===== config.mk =====
export PLATFORM = sky130hd
export DESIGN_NAME = arbiter
export DESIGN_NICKNAME = d
export VERILOG_FILES = /design/src/rtl/arbiter_pkg.sv /design/src/rtl/arbiter_rr_priority.sv /design/src/rtl/arbiter.sv
export SDC_FILE = /design/constraint.sdc
export NUM_CORES = 1
export LEC_CHECK = 0
export CAP_MARGIN = 20
export CORE_MARGIN = 2
export CORE_UTILIZATION = 47
export CTS_CLUSTER_SIZE = 16
export DETAILED_ROUTE_END_ITERATION = 10
export PLACE_DENSITY = 0.78
export SYNTH_ARGS = -nofsm -noshare
export SYNTH_HDL_FRONTEND = slang
export SYNTH_SLANG_ARGS = --single-unit

===== constraint.sdc =====
create_clock -name i_clk -period 1.82 [get_ports i_clk]
set_input_delay 0.455 -clock i_clk [delete_from_list [all_inputs] [get_ports i_clk]]
set_output_delay 0.455 -clock i_clk [all_outputs]
set_load 0.1 [all_outputs]

===== src/rtl/arbiter_pkg.sv =====
// rtl/arbiter_pkg.sv - shared types, constants and helpers for the bus arbiter
//
// Contents:
//   state_t    arbiter FSM states (IDLE, GRANT, HOLD)
//   DATA_W     width of the shared writer data bus
//   ptr_width  bits needed to index n items (minimum 1)
package arbiter_pkg;

    typedef enum logic [1:0] {
        IDLE  = 2'd0,
        GRANT = 2'd1,
        HOLD  = 2'd2
    } state_t;

    localparam int DATA_W = 8;

    // Width of an index into n items. Never returns 0, so a one-bit
    // pointer still exists for the smallest configurations.
    function automatic int ptr_width(input int n);
        int w;
        w = 1;
        while ((1 << w) < n) begin
            w = w + 1;
        end
        return w;
    endfunction

endpackage


===== src/rtl/arbiter_rr_priority.sv =====
// rtl/arbiter_rr_priority.sv - combinational round-robin winner search
//
// Ports:
//   req     in   N   request vector, one bit per client
//   ptr     in   PW  index where the search starts (highest priority)
//   winner  out  PW  first requesting index at or above ptr, wrapping
//   any     out  1   at least one request is set; winner valid only then
module rr_priority
    import arbiter_pkg::*;
#(
    parameter int N = 4,
    localparam int PW = ptr_width(N)
) (
    input  logic [N-1:0]  req,
    input  logic [PW-1:0] ptr,
    output logic [PW-1:0] winner,
    output logic          any
);

    logic [PW-1:0] idx;

    // Walk offsets from the farthest to the nearest so that the last hit
    // written is the one closest to ptr, i.e. the highest priority one.
    always_comb begin
        winner = '0;
        any    = 1'b0;
        idx    = '0;
        for (int off = N - 1; off >= 0; off--) begin
            idx = PW'((int'(ptr) + off) % N);
            if (req[idx]) begin
                winner = idx;
                any    = 1'b1;
            end
        end
    end

endmodule


===== src/rtl/arbiter.sv =====
// rtl/arbiter.sv - round-robin arbiter for writers sharing one 8-bit bus
//
// Ports:
//   i_clk     in   1          clock, rising edge
//   i_reset   in   1          asynchronous active-high reset
//   i_req     in   N_WRITERS  per-writer request, held until granted
//   i_data    in   8          shared bus, driven by the granted writer
//   o_busy    out  N_WRITERS  low bit = that writer owns the bus this cycle
//   o_data    out  8          last captured transfer
//   o_valid   out  1          one-cycle pulse, o_data/o_source fresh
//   o_source  out  PW         writer index that produced o_data
//   o_err     out  1          one-cycle pulse, granted writer withdrew
//
// Each transfer occupies IDLE (arbitrate), GRANT (bus owned, capture at
// end of cycle) and HOLD_CYCLES of HOLD (bus quiet for turnaround), so
// the grant period is 2 + HOLD_CYCLES cycles.
module arbiter
    import arbiter_pkg::*;
#(
    parameter int N_WRITERS   = 4,
    parameter int HOLD_CYCLES = 2,
    localparam int PW = ptr_width(N_WRITERS),
    localparam int HW = ptr_width(HOLD_CYCLES + 1)
) (
    input  logic                 i_clk,
    input  logic                 i_reset,
    input  logic [N_WRITERS-1:0] i_req,
    input  logic [DATA_W-1:0]    i_data,
    output logic [N_WRITERS-1:0] o_busy,
    output logic [DATA_W-1:0]    o_data,
    output logic                 o_valid,
    output logic [PW-1:0]        o_source,
    output logic                 o_err
);

    localparam logic [N_WRITERS-1:0] ONE_HOT0 = N_WRITERS'(1);

    state_t        state;
    logic [PW-1:0] ptr;
    logic [PW-1:0] win;
    logic [HW-1:0] hold_cnt;

    logic [PW-1:0] sel;
    logic          sel_any;
    logic [PW-1:0] next_ptr;

    rr_priority #(
        .N (N_WRITERS)
    ) u_rr (
        .req    (i_req),
        .ptr    (ptr),
        .winner (sel),
        .any    (sel_any)
    );

    // Pointer moves one past the last winner whether or not it delivered,
    // so a writer that withdraws cannot starve the others.
    assign next_ptr = (win == PW'(N_WRITERS - 1)) ? '0 : win + PW'(1);

    always_ff @(posedge i_clk or posedge i_reset) begin
        if (i_reset) begin
            state    <= IDLE;
            ptr      <= '0;
            win      <= '0;
            hold_cnt <= '0;
            o_busy   <= '1;
            o_data   <= '0;
            o_valid  <= 1'b0;
            o_source <= '0;
            o_err    <= 1'b0;
        end else begin
            o_valid <= 1'b0;
            o_err   <= 1'b0;
            case (state)
                IDLE: begin
                    if (sel_any) begin
                        state  <= GRANT;
                        win    <= sel;
                        o_busy <= ~(ONE_HOT0 << sel);
                    end
                end
                GRANT: begin
                    // The winner still requesting means it is driving the
                    // bus this cycle; otherwise the grant was wasted.
                    if (i_req[win]) begin
                        o_data   <= i_data;
                        o_source <= win;
                        o_valid  <= 1'b1;
                    end else begin
                        o_err <= 1'b1;
                    end
                    o_busy   <= '1;
                    ptr      <= next_ptr;
                    state    <= HOLD;
                    hold_cnt <= HW'(HOLD_CYCLES);
                end
                HOLD: begin
                    if (hold_cnt <= HW'(1)) begin
                        state    <= IDLE;
                        hold_cnt <= '0;
                    end else begin
                        hold_cnt <= hold_cnt - HW'(1);
                    end
                end
                default: begin
                    state  <= IDLE;
                    o_busy <= '1;
                end
            endcase
        end
    end

    a_state_bounded : assert property (@(posedge i_clk) disable iff (i_reset)
        state inside {IDLE, GRANT, HOLD});

    a_one_owner : assert property (@(posedge i_clk) disable iff (i_reset)
        $countones(~o_busy) <= 1);

    a_busy_single_cycle : assert property (@(posedge i_clk) disable iff (i_reset)
        (o_busy != '1) |=> (o_busy == '1));

    a_valid_after_grant : assert property (@(posedge i_clk) disable iff (i_reset)
        o_valid |-> ($past(state) == GRANT));

    a_pulses_exclusive : assert property (@(posedge i_clk) disable iff (i_reset)
        !(o_valid && o_err));

endmodule


==> key figures <==
Cells and area
  • Fill count: 138
  • NumNets Final: 154
  • Final Instance Area: 1720 sq um
  • Fin cells: 162
  • Syn-to-layout area delta: 51.9%
  • Final core utilization: 76.5%
  • Share of cells above drive strength 1: 37.3%
  • Antenna diode count: 0

Worst setup path
  • Critical path type: in -> reg
  • Worst Reg2Reg Path Length in Cells: 4
  • Crit path max-delay family: multiplexers
  • Worst EP required: 2.03 ns
  • Crit-path slowest cell: mux4_2
  • Setup crit start kind: primary input
  • Worst Path Buf+Inv: 2
  • Slowest Stage Delay on Critical Path: 0.49 ns
  • Levels on crit path: 5
  • Crit. End Element: flip-flop
  • CP max FO: 11
  • Crit path DAT: 1.98 ns
  • Crit-path cells: clkdlybuf4s50_1 -> mux4_2 -> nand2_2 -> buf_12 -> mux2_1

Floorplanning
  • CORE AREA: 2250 sq um
  • Die height: 53.1 um
  • Row count: 17
  • Top Ports: 30
  • Die ar.: 2820 sq um
  • Initial Utilization: 50.3%
  • DIE WIDTH: 53.1 um

Global routing
  • Initial antenna violation count: 0
  • Vias in the first global route: 920
  • Total grt overflow: 0
  • Global Route Usage Sum: 20.0%
  • First-pass GRT wire length: 3.99 mm
  • Pin count of the biggest net entering global routing: 25

Synth
  • Top cells by count, synth: dfrtp_1, mux2_4, inv_1, nor2_1
  • Synthesized net count: 111
  • Mapped Area: 1130 sq um
  • Synth unique cells: 29
  • Top cell type's share of synthesized area: 44.1%
  • Yosys reg bits: 24
  • Main flop type after synthesis: dfrtp_1
  • Synth async-reset ratio: 100%
  • Syn Area/Cell: 12.3 sq um
  • Cell count after synthesis: 92
  • Number of flops mapped to enable cells by yosys: 0
  • Cell taking the most area after synthesis: dfrtp_1
  • Top-count cell post-synth: dfrtp_1
  • Area contributors post-synth: dfrtp_1, mux2_4, dfstp_2
  • Sequential area share after synthesis: 53.4%
  • Synth warn: 0

Flow run
  • Max cap viols: 0

Clock tree
  • Hold_buf cts: 0
  • Clk sink count: 24
  • Post-CTS sizing: 0
  • Root Driver: clkbuf_4
  • Clk slew on worst S/H paths: 0.13 ns
  • Clk_lat worst skew: 0.32 ns
  • H-tree Lvls: 1
  • Clock Tree Buf Depth: 2
  • Post-CTS setup buffers: 0
  • CTS buffer count: 3
  • CTS tree: built

Drt
  • Starting DRT DRC Count: 19
  • Drt wl/cell: 14.3 um
  • DR vias: 855
  • Routed wire length: 2.32 mm
  • Vias per cell: 5.28
  • DR DRC count: 0
  • DRT Pass-1 Iters: 4
  • Routed Antenna Nets: 0

STA
  • Setup violators final: 0
  • Max-slew headroom: 77.4%
  • F_max: 0.567 GHz
  • Fin. Hold Viols: 0
  • Final Slew Violations: 0
  • Fin crit share: 96.9%
  • RSZ-0062 raised after global routing: false
  • Worst-Margin Slew: 0.339 ns
  • Minimum clock period: 1.76 ns
  • Setup Skew: 0.00264 ns
  • Smallest hold slack: 0.463 ns

Run status
  • Outcome: finished, final reports clean

Placement
  • Hpwl dp: 1.84 mm
  • Dpl cell area: 1690 sq um
  • Cell Count Post-Placement: 158
  • Gpl congestion: 0.741
  • Port buffer count: 29

Hold path
  • Hold WC Path Type: in -> async
-- placed cells by master, fill, tap and decap left out --
master	instances
a211o_1	1
a211oi_1	1
a21oi_1	4
a22o_2	1
a22oi_1	1
a31oi_1	4
and2b_2	1
buf_12	17
buf_4	9
clkbuf_4	3
clkbuf_8	1
clkdlybuf4s50_1	13
dfrtp_1	20
dfstp_2	4
ha_1	5
inv_1	8
inv_2	1
mux2_1	1
mux2_2	2
mux2_4	9
mux4_2	1
nand2_1	3
nand2_2	1
nand2b_1	3
nand4_1	1
nor2_1	8
nor3_1	1
nor3b_1	1
nor4_1	1
o21ai_0	5
o21ai_1	1
o22ai_1	1
or3_1	1
-- worst paths after layout --
| kind | start | endpoint | slack, ns |
|---|---|---|---|
| max in group asynchronous | i_reset | o_busy[2]$_DFFE_PP1P_ | 1.08 |
| max | i_req[0] | o_source[0]$_DFFE_PP0P_ | 0.06 |
| min reg2reg | hold_cnt[0]$_DFFE_PP0P_ | hold_cnt[1]$_DFFE_PP0P_ | 0.53 |
| min in group i_clk | hold_cnt[0]$_DFFE_PP0P_ | hold_cnt[1]$_DFFE_PP0P_ | 0.53 |
| max reg2reg | win[0]$_DFFE_PP0P_ | o_source[0]$_DFFE_PP0P_ | 0.18 |
| min | i_reset | o_data[3]$_DFFE_PP0P_ | 0.46 |
-- registers in the layout, indices dropped and copies added (netlist names) --
name      cells
hold_cnt      2
o_busy        4
o_data        8
o_err         1
o_source      2
o_valid       1
ptr           2
state         2
win           2
-- tightest hold or removal path: stages --
cell and delay, ns:
clkdlybuf4s50_1 0.40, inv_1 0.06, buf_4 0.28
-- cell type report --
class                      count  area (sq um)  area share [%]
sequential                    24           606            35.1
tap                           28          35.0            2.03
multi-input combinational     58           475            27.6
clock buffer                   4          36.3            2.10
inverter                       9          33.8            1.96
timing repair buffer          39           538            31.2
-- routing by layer --
metal	routed length (um)	GRT usage, %	vias to the layer above
met5	0	0	-
met4	43	7.69	0
met3	169	3.67	5
met2	1230	36.0	28
met1	883	23.2	417
li1	-	-	405
-- per-stage QoR --
stage	setup WS [ns]	setup TNS [ns]
3_3_place_gp	-0.219	-2.87
4_1_cts	0.0402	0
6_report	0.0558	0
5_1_grt	0.00794	0
3_5_place_dp	-0.301	-3.67
2_1_floorplan	0.236	0
-- logic make-up after synthesis --
group | synth area share (%)
DFF | 53.4
adders and majority gates | 5.51
and+or+nand+nor | 9.37
buffers and inverters | 4.74
muxes | 16.9
AOI/OAI and AO/OA | 10.1
Power is not shown: default switching activity piles up to over one toggle a cycle in this logic, so the estimate is an artifact.
